`src/rtl/ex_mem_wb_pipe.sv`:
```
// ex_mem_wb_pipe: EX->MEM->WB pipeline registers with a two-state data-memory
// access FSM (IDLE/ACCESS), load-use stall detection and WB write-back.
// Optional feature macro: MEM_TIMEOUT_EN adds an ACCESS watchdog of
// TIMEOUT_CYCLES cycles that drops the stuck op and sets the sticky mem_error.
//
// Memory handshake: mem_req is held high for the whole ACCESS state with
// mem_we/mem_addr/mem_wdata stable; the transfer completes on the rising edge
// where mem_req=1 and mem_ack=1 are both sampled. mem_ack outside ACCESS is
// ignored.
module ex_mem_wb_pipe #(
  parameter int TIMEOUT_CYCLES = 16
) (
  input  logic        clk,
  input  logic        rst_n,
  input  logic        valid_EX,
  input  logic [3:0]  op_type_EX,
  input  logic [31:0] alu_result_EX,
  input  logic [31:0] store_data_EX,
  input  logic        reg_write_enable_EX,
  input  logic [4:0]  reg_write_address_EX,
  input  logic [4:0]  read_register_1_EX,
  input  logic [4:0]  read_register_2_EX,
  output logic        reg_write_enable_MEM,
  output logic [4:0]  reg_write_address_MEM,
  output logic [31:0] alu_result_MEM,
  output logic        reg_write_enable_WB,
  output logic [4:0]  reg_write_address_WB,
  output logic [31:0] reg_write_data,
  output logic        mem_req,
  output logic        mem_we,
  output logic [31:0] mem_addr,
  output logic [31:0] mem_wdata,
  input  logic [31:0] mem_rdata,
  input  logic        mem_ack,
  output logic        stall_EX,
  output logic        mem_error,
  output logic        dbg_state
);

  localparam logic [3:0] OP_LW  = 4'b0110;
  localparam logic [3:0] OP_SW  = 4'b0111;
  localparam logic [3:0] OP_BEQ = 4'b1000;
  localparam logic [3:0] OP_J   = 4'b1001;

  localparam logic [0:0] S_IDLE   = 1'b0;
  localparam logic [0:0] S_ACCESS = 1'b1;

  if (TIMEOUT_CYCLES < 1) begin : g_bad_timeout
    $error("TIMEOUT_CYCLES must be at least 1");
  end

  logic [0:0]  state_q, state_d;
  logic [3:0]  mem_op_q, mem_op_d;
  logic [31:0] mem_alu_q, mem_alu_d;
  logic [31:0] mem_sdata_q, mem_sdata_d;
  logic        mem_wen_q, mem_wen_d;
  logic [4:0]  mem_waddr_q, mem_waddr_d;
  logic        wb_en_q, wb_en_d;
  logic [4:0]  wb_addr_q, wb_addr_d;
  logic [31:0] wb_data_q, wb_data_d;

  logic in_access;
  logic mem_is_lw;
  logic ex_is_mem;
  logic load_use;
  logic capture;
  logic timeout_hit;

  assign in_access = (state_q == S_ACCESS);
  assign mem_is_lw = (mem_op_q == OP_LW);
  assign ex_is_mem = valid_EX && ((op_type_EX == OP_LW) || (op_type_EX == OP_SW));

`ifdef MEM_TIMEOUT_EN
  localparam int CW = $clog2(TIMEOUT_CYCLES) + 1;
  logic [CW-1:0] tmo_cnt_q, tmo_cnt_d;
  logic          mem_error_q, mem_error_d;

  // Watchdog: count unacknowledged ACCESS cycles, fire on the last allowed one.
  always_comb begin
    timeout_hit = in_access && !mem_ack && (tmo_cnt_q == CW'(TIMEOUT_CYCLES - 1));
    tmo_cnt_d   = (in_access && !mem_ack && !timeout_hit) ? tmo_cnt_q + 1'b1 : '0;
    mem_error_d = mem_error_q || timeout_hit;
  end

  // Watchdog counter and sticky error flag.
  always_ff @(posedge clk or negedge rst_n) begin
    if (!rst_n) begin
      tmo_cnt_q   <= '0;
      mem_error_q <= 1'b0;
    end else begin
      tmo_cnt_q   <= tmo_cnt_d;
      mem_error_q <= mem_error_d;
    end
  end

  assign mem_error = mem_error_q;
`else
  assign timeout_hit = 1'b0;
  assign mem_error   = 1'b0;
`endif

  // Hazard detection: the LW stops blocking its consumer on the ack clock.
  always_comb begin
    load_use = mem_is_lw && (mem_waddr_q != 5'd0) && valid_EX &&
               ((mem_waddr_q == read_register_1_EX) || (mem_waddr_q == read_register_2_EX)) &&
               !(in_access && mem_ack);
    stall_EX = (in_access && !mem_ack) || load_use;
    capture  = !stall_EX;
  end

  // Next-state for the FSM, the MEM register and the WB register.
  always_comb begin
    state_d     = state_q;
    mem_op_d    = mem_op_q;
    mem_alu_d   = mem_alu_q;
    mem_sdata_d = mem_sdata_q;
    mem_wen_d   = mem_wen_q;
    mem_waddr_d = mem_waddr_q;
    wb_en_d     = 1'b0;
    wb_addr_d   = 5'd0;
    wb_data_d   = 32'd0;

    // FSM: leave ACCESS on ack/timeout; a newly captured memory op re-enters it.
    if (in_access && (mem_ack || timeout_hit)) state_d = S_IDLE;
    if (capture && ex_is_mem)                  state_d = S_ACCESS;

    // MEM register: capture EX (bubble when invalid), or drop a timed-out op.
    if (capture) begin
      mem_op_d    = valid_EX ? op_type_EX : 4'd0;
      mem_alu_d   = valid_EX ? alu_result_EX : 32'd0;
      mem_sdata_d = valid_EX ? store_data_EX : 32'd0;
      mem_waddr_d = valid_EX ? reg_write_address_EX : 5'd0;
      mem_wen_d   = valid_EX && reg_write_enable_EX && (reg_write_address_EX != 5'd0) &&
                    (op_type_EX != OP_SW) && (op_type_EX != OP_BEQ) && (op_type_EX != OP_J);
    end else if (timeout_hit) begin
      mem_op_d    = 4'd0;
      mem_alu_d   = 32'd0;
      mem_sdata_d = 32'd0;
      mem_waddr_d = 5'd0;
      mem_wen_d   = 1'b0;
    end

    // WB register: memory result on ack, bubble while waiting, else MEM passes.
    if (in_access) begin
      if (mem_ack) begin
        wb_en_d   = mem_is_lw && mem_wen_q;
        wb_addr_d = mem_waddr_q;
        wb_data_d = mem_rdata;
      end
    end else begin
      wb_en_d   = mem_wen_q;
      wb_addr_d = mem_waddr_q;
      wb_data_d = mem_alu_q;
    end
  end

  // Pipeline and FSM state registers.
  always_ff @(posedge clk or negedge rst_n) begin
    if (!rst_n) begin
      state_q     <= S_IDLE;
      mem_op_q    <= 4'd0;
      mem_alu_q   <= 32'd0;
      mem_sdata_q <= 32'd0;
      mem_wen_q   <= 1'b0;
      mem_waddr_q <= 5'd0;
      wb_en_q     <= 1'b0;
      wb_addr_q   <= 5'd0;
      wb_data_q   <= 32'd0;
    end else begin
      state_q     <= state_d;
      mem_op_q    <= mem_op_d;
      mem_alu_q   <= mem_alu_d;
      mem_sdata_q <= mem_sdata_d;
      mem_wen_q   <= mem_wen_d;
      mem_waddr_q <= mem_waddr_d;
      wb_en_q     <= wb_en_d;
      wb_addr_q   <= wb_addr_d;
      wb_data_q   <= wb_data_d;
    end
  end

  // A loaded address is never offered as forwardable data.
  assign reg_write_enable_MEM  = mem_wen_q && !mem_is_lw;
  assign reg_write_address_MEM = mem_waddr_q;
  assign alu_result_MEM        = mem_alu_q;
  assign reg_write_enable_WB   = wb_en_q;
  assign reg_write_address_WB  = wb_addr_q;
  assign reg_write_data        = wb_data_q;
  assign mem_req               = in_access;
  assign mem_we                = in_access && (mem_op_q == OP_SW);
  assign mem_addr              = mem_alu_q;
  assign mem_wdata             = mem_sdata_q;
  assign dbg_state             = state_q;

endmodule

```
`config.mk`:
```
export PLATFORM = sky130hd
export DESIGN_NAME = ex_mem_wb_pipe
export DESIGN_NICKNAME = d
export VERILOG_FILES = /design/src/rtl/ex_mem_wb_pipe.sv
export SDC_FILE = /design/constraint.sdc
export NUM_CORES = 1
export LEC_CHECK = 0
export CAP_MARGIN = 40
export CORE_UTILIZATION = 43
export DETAILED_ROUTE_END_ITERATION = 7
export PLACE_DENSITY = 0.84
export SYNTH_ARGS = -nofsm -noshare
export SYNTH_HDL_FRONTEND = slang
export SYNTH_SLANG_ARGS = --single-unit
```
`constraint.sdc`:
```
create_clock -name clk -period 3.3 [get_ports clk]
set_input_delay 0.66 -clock clk [delete_from_list [all_inputs] [get_ports clk]]
set_output_delay 0.66 -clock clk [all_outputs]
set_load 0.02 [all_outputs]
```
**Word-level counts from Yosys, hierarchy flattened**

Index checks and enable logic that the tools add are counted.

- Bits of input ports: 120
- Output and inout port bits: 145
- Flip-flop bits (word level): 113

- Mux-type cells: 12
- Reduce and logical (&&, ||, !) cells: 26
- Equal/unequal tests: 9

Operators with widths:

| cell | number |
|---|---|
| $mux 32 | 4 |
| $eq 4x3->1 const B | 4 |
| $logic_and 1x1->1 | 16 |
| $mux 5 | 3 |
| $eq 5x5->1 | 2 |
| $reduce_bool 5->1 | 2 |
| $ne 4x4->1 const B | 2 |
| $logic_not 1->1 | 4 |
| $mux 1 | 4 |
| $mux 4 | 1 |
| $ne 4x3->1 const B | 1 |
| $logic_or 1x1->1 | 3 |
| $reduce_bool 2->1 | 1 |

**Logic depth before layout (Yosys ltp)**

Gate-level depths: netlist of the first run.

- Depth after elaboration: 9
- Gate-level depth with buffers: 8
- Gate-level depth less buffers: 6

**Least setup slack after synthesis of the first run**

Ideal clock, no wire load.

- Path type: input -> output
- Start: in read_register_1_EX[1]
- End: out stall_EX
- Required time: 2.640 ns
- Cell stages on the path: 7
- Slack: 0.921 ns
- Arrival: 1.719 ns
- Path through: xor2_1 -> nor3_2 -> a22oi_2 -> o21a_2 -> buf_12 -> buf_12 -> inv_2

- Word-level cells in the longest chain between the ends: 5

RTL lines:

| element | RTL line | RTL |
|---|---|---|
| start: declaration | 21 | `input logic [4:0] read_register_1_EX,` |
| $eq 5x5->1 | 105 | `((mem_waddr_q == read_register_1_EX) \|\| (mem_waddr_q == read_register_2_EX)) &&` |
| $logic_or 1x1->1 | 105 |  |
| $logic_and 1x1->1 | 104 | `load_use = mem_is_lw && (mem_waddr_q != 5'd0) && valid_EX &&` |
| $logic_and 1x1->1 | 105 |  |
| $logic_or 1x1->1 | 107 | `stall_EX = (in_access && !mem_ack) \|\| load_use;` |
| end: declaration | 35 | `output logic stall_EX,` |

Every way passes these cells.

**Worst setup path in the final report of the first run**

Ends and elaborated chain as after synthesis.

==> flow_summary.toml, run 1 <==
[sta]
fin_crit_sh = 0.950
fin_worst_skew_ps = 9.35
worst_pin_slew_ps = 859
relSlewSlack = 0.427
max_freq_mhz = 319
period_minus_slack_ps = 3130
hold_viol = 0
setup_ws_ps = 166
drv_slew = 0
setup_viol = 0
rsz0062_at_grt = "false"
final.setup.tns_ps = 0

[worst_setup_path]
cpPeakStageDelay_ps = 620
cp_common_cell = "clkdlybuf4s50_1"
critPathBufInv = 3
startpoint_type = "input port"
crit_type = "in -> out"
crit_arrival_ps = 2470
critPathTopFamily = "buffers and inverters"
critPathCaptureType = "output pin"
required_ps = 2640
path_cells = "clkdlybuf4s50_1 -> xor2_1 -> nor3_2 -> a22oi_2 -> o21a_4 -> inv_2 -> clkdlybuf4s50_1"
path_max_fanout = 3
slowest_stage = "clkdlybuf4s50_1"

[logic_synthesis]
syn_nets = 621
ys_ff_latch = 113
synth_seq_area_share = 0.548
ys_warn_count = 0
yosys-top-cells-area = "dfrtp_1 (55%), mux2i_1 (13%), nand2_1 (7.9%)"
synth_area_sq_um = 5160
synth_top_area_frac = 0.548
avgSynthCellArea_sq_um = 10.3
synthCells = 501
ys_types = 29
synth_largest_area_cell = "dfrtp_1"

[clock_network]
cts_resized = 0
cts.root.buffer_cell = "clkbuf_16"
tritoncts = "built"
htree_levels = 4
hold_buffers = 0
post-cts-setup-buffer-count = 0
cts_buffers = 17
clk_latency_ps = 400
ctsLongestPathBuffers = 2
cts.sinks = 113
cts.reportedPaths.clkPinSlew_ps = 50

[floorplanning]
die_area_sq_um = 12400
pin_count = 265
die_w_microns = 112
die_height_microns = 112
start_util = 0.446
core.rowCount = 39
design.core.area_sq_um = 11600

[finish]
drive_gt1_frac = 0.0607
antenna_cells = 0
final_cell_mix = "clkdlybuf4s50_1 (261), dfrtp_1 (113), nand2_1 (109)"
nNetsFinal = 849
multiInputGateArea_sq_um = 1600
fin_area_sq_um = 8200
layout_commonest_cell = "clkdlybuf4s50_1"
seq_area_sq_um = 2830
syn_to_final_growth_pct = 58.8
fillers = 840

[route]
dr.pass1.iters = 8
drtIter0Drc = 313
wire_per_inst_microns = 16.0
totalWireLength_microns = 14100
dr_total_vias = 4246
ant_nets = 0
post-route-drc-count = 20
routed_via_density = 4.80

[hold_path]
min_path_type = "in -> async"

[placement]
dpl_cell_area_sq_um = 7550
pre_cts_slack_ps = 159
post-dp-hpwl_microns = 9930
portBuffers = 263
globalplace.congestion = 0.851

[status]
violations = "design-rule violations"
outcome = "finished with violations"

[grt]
grt_max_degree = 75
antenna_found_initial = 1
grtUsageTotal = 0.235
grt_pass1_wl_microns = 22700
grt.overflow.total = 0
grt_pass1_vias = 4416

[pwr]
power_density_nw_per_um2 = 525
power_mw = 4.30
ir_worst_vdd_v = 0.000256
power_leakage_nw = 4.03

[job]
maxCapViolCount = 0
## state kept, by name (all words and copies together) (netlist names), 4 cells and up
name	flops
alu_result_MEM	32
mem_op_q	4
reg_write_address_MEM	5
mem_wdata	32
reg_write_address_WB	5
reg_write_data	32
## final timing paths
path | startpoint | to | slack [ps] | cells past startpoint
setup / recovery | read_register_1_EX[1] | stall_EX | 170 | 7
hold / removal | rst_n | mem_wdata[10] | 350 | 1
setup reg to reg | reg_write_address_MEM[1] | mem_op_q[2] | 1160 | 6
hold reg to reg | mem_op_q[1] | mem_op_q[1] | 500 | 2
max in group asynchronous | rst_n | reg_write_data[13] | 2180 | 2
min in group clk | mem_op_q[1] | mem_op_q[1] | 500 | 2
## kinds of logic (layout without fill, tap and decap cells)
group,after synthesis,after routing,share of synthesized area
buf+inv,129,369,0.144
other cells,1,1,0.000727
xor+xnor,10,10,0.0170
simple gates,137,137,0.110
flops,113,113,0.548
compound gates,40,40,0.0427
mux,71,71,0.138
## report_power, final
group / switching (mW) / total, mW / internal [mW]
logic: 0.375 / 0.774 / 0.399
registers: 0.0584 / 1.54 / 1.48
clock network: 0.617 / 1.99 / 1.37
## Yosys cell counts
| master | number |
|---|---|
| a21boi_0 | 1 |
| a21oi_1 | 1 |
| a22oi_2 | 1 |
| and2_1 | 2 |
| and2b_1 | 1 |
| buf_12 | 8 |
| buf_4 | 34 |
| clkbuf_1 | 17 |
| conb_1 | 1 |
| dfrtp_1 | 113 |
| inv_1 | 69 |
| inv_2 | 1 |
| mux2_2 | 2 |
| mux2i_1 | 69 |
| nand2_1 | 109 |
| nand2b_1 | 1 |
| nand3_1 | 3 |
| nand3b_1 | 1 |
| nand4_1 | 1 |
| nand4b_1 | 2 |
| nor2_1 | 10 |
| nor2b_1 | 1 |
| nor3_1 | 4 |
| nor3_2 | 2 |
| o211ai_1 | 1 |
| o21a_2 | 1 |
| o21ai_0 | 34 |
| o21ai_2 | 1 |
| xor2_1 | 10 |
## through the flow
step,instances,util,hold WS [ps]
after floorplan,501,-,364
after global placement,853,0.653,490
after detailed placement,853,0.653,490
after CTS,884,0.709,387
after global routing,884,0.709,413
final,884,0.709,346
## per-layer routing
layer,track usage,up-vias,wire length (microns)
met1,0.270,2052,5590
li1,-,1985,-
met4,0.0973,2,217
met3,0.0746,20,1040
met2,0.407,187,7240
met5,0,-,16
## layout make-up
type	instances	area share
inverter	70	0.0321
timing repair buffer	268	0.328
sequential	113	0.345
clock inverter	11	0.0226
multi-input combinational	259	0.195
clock buffer	20	0.0557
tap	143	0.0218
## worst reg2reg max path: cells and delay by family (launching register included)
kind | cells | cell delay (ps)
and+or+nand+nor | 1 | 70
buffers and inverters | 1 | 400
muxes | 1 | 420
xor gates and xnor gates | 1 | 210
DFF | 1 | 460
AOI/OAI and AO/OA | 2 | 460
(Power assumes the default switching activity.)
==> run 2: changes to the inputs <==
--- a/config.mk
+++ b/config.mk
@@ -9,6 +9,7 @@
 export CORE_UTILIZATION = 43
 export DETAILED_ROUTE_END_ITERATION = 7
 export PLACE_DENSITY = 0.84
+export REMOVE_ABC_BUFFERS = 1
 export SYNTH_ARGS = -nofsm -noshare
 export SYNTH_HDL_FRONTEND = slang
 export SYNTH_SLANG_ARGS = --single-unit
==> run 2 against run 1 <==
  * The run still ends with design-rule violations left
  * Clock power fell by 10%
  * Via count fell by 1.2%
  * Register-to-register slack barely moved
  * First-iteration DRC count fell by 24%
  * Final cell count rose by 0.11%
  * Clock-buffer cell count rose by 6
  * Sequential power barely moved
  * Worst hold slack got worse by 65 ps
  * Global-route usage rose by 0.57 points
  * Wire length rose by 2.2%
  * Critical endpoint unchanged
  * Largest cell class unchanged
  * Largest power group unchanged
==> flow_summary.toml, run 2 (synthesis gave the netlist of run 1 again) <==
[grt]
grt_max_degree = 75
antenna_found_initial = 0
grt.overflow.total = 0
grt_pass1_vias = 4462
grt_pass1_wl_microns = 23100
grtUsageTotal = 0.241

[route]
post-route-drc-count = 21
ant_nets = 0
wire_per_inst_microns = 16.3
met2WireLength_microns = 7280
routed_via_density = 4.74
totalWireLength_microns = 14400
dr_total_vias = 4195
top_layer_used = "met4"
wl_met1_microns = 5700
dr.pass1.iters = 7
drtIter0Drc = 237
wl_met3_microns = 1110

[sta]
relSlewSlack = 0.480
whs_ps = 281
fin_crit_sh = 0.955
max_freq_mhz = 317
period_minus_slack_ps = 3150
setup_ws_ps = 150
setup_viol = 0
worst_pin_slew_ps = 780
hold_viol = 0
rsz0062_at_grt = "false"
fin_worst_skew_ps = 8.63
drv_slew = 0

[worst_setup_path]
slowest_stage = "clkdlybuf4s50_1"
startpoint_type = "input port"
critPathTopFamily = "buffers and inverters"
path_cells = "clkdlybuf4s50_1 -> xor2_1 -> nor3_2 -> a22oi_2 -> o21a_4 -> inv_2 -> clkdlybuf4s50_1"
path_depth = 7
critPathBufInv = 3
required_ps = 2640
path_max_fanout = 3
critPathCaptureType = "output pin"
cpPeakStageDelay_ps = 630
crit_arrival_ps = 2490
crit_type = "in -> out"
cp_common_cell = "clkdlybuf4s50_1"
r2r_cells = 6

[placement]
portBuffers = 263
dp_cells = 854
pre_cts_slack_ps = 146
dpl_cell_area_sq_um = 7560
globalplace.congestion = 0.792
post-dp-hpwl_microns = 10300

[clock_network]
cts_resized = 0
tritoncts = "built"
ctsLongestPathBuffers = 2
cts.root.buffer_cell = "clkbuf_16"
post-cts-setup-buffer-count = 0
cts.sinks = 113
cts_buffers = 17
cts.reportedPaths.clkPinSlew_ps = 50
htree_levels = 4
clk_latency_ps = 410
hold_buffers = 0

[pwr]
ir_worst_vdd_v = 0.000269
power_leakage_nw = 4.01
power_density_nw_per_um2 = 505

[status]
outcome = "finished with violations"
violations = "design-rule violations"

[floorplanning]
pin_count = 265
design.core.area_sq_um = 11600
die_height_microns = 112
die_w_microns = 112
start_util = 0.446
core.rowCount = 39
die_area_sq_um = 12400

[job]
maxCapViolCount = 0

[finish]
syn_to_final_growth_pct = 57.9
multiInputGateArea_sq_um = 1600
fin_area_sq_um = 8150
fillers = 860
antenna_cells = 0
drive_gt1_frac = 0.0580
nNetsFinal = 850
final_cell_mix = "clkdlybuf4s50_1 (261), dfrtp_1 (113), nand2_1 (109)"
instances_no_fill = 885
seq_area_sq_um = 2830
layout_commonest_cell = "clkdlybuf4s50_1"
utilization = 0.704

[hold_path]
min_path_type = "in -> async"
[run 2: cell type report]
class / count / share of cell area
clock buffer: 26 / 0.0625
timing repair buffer: 269 / 0.331
sequential: 113 / 0.347
clock inverter: 5 / 0.00922
inverter: 70 / 0.0323
tap: 143 / 0.0220
multi-input combinational: 259 / 0.196
[run 2: routing by layer]
layer	vias to the layer above	global-route usage
li1	1980	-
met1	2011	0.268
met2	177	0.421
met3	27	0.0833
met4	0	0.101
met5	-	0
[run 2: final timing paths]
kind	startpoint	end	slack [ps]
setup reg to reg	reg_write_address_MEM[1]	mem_op_q[2]	1160
hold reg to reg	mem_op_q[1]	mem_op_q[1]	520
setup / recovery	read_register_1_EX[1]	stall_EX	150
hold / removal	rst_n	mem_wdata[18]	280
max in group asynchronous	rst_n	reg_write_data[8]	2240
min in group clk	mem_op_q[1]	mem_op_q[1]	520
[run 2: metrics by stage]
| stage | TNS (ps) | power [mW] |
|---|---|---|
| 2_1_floorplan | -110 | 1.86 |
| 3_3_place_gp | 0 | 2.33 |
| 3_5_place_dp | 0 | 2.35 |
| 4_1_cts | 0 | 4.16 |
| 5_1_grt | 0 | 4.27 |
| 6_report | 0 | 4.11 |
[run 2: power breakdown]
group | internal, mW | switching, mW | total [mW]
clock | 1.20 | 0.588 | 1.79
sequential | 1.48 | 0.0585 | 1.54
combinational | 0.399 | 0.379 | 0.778
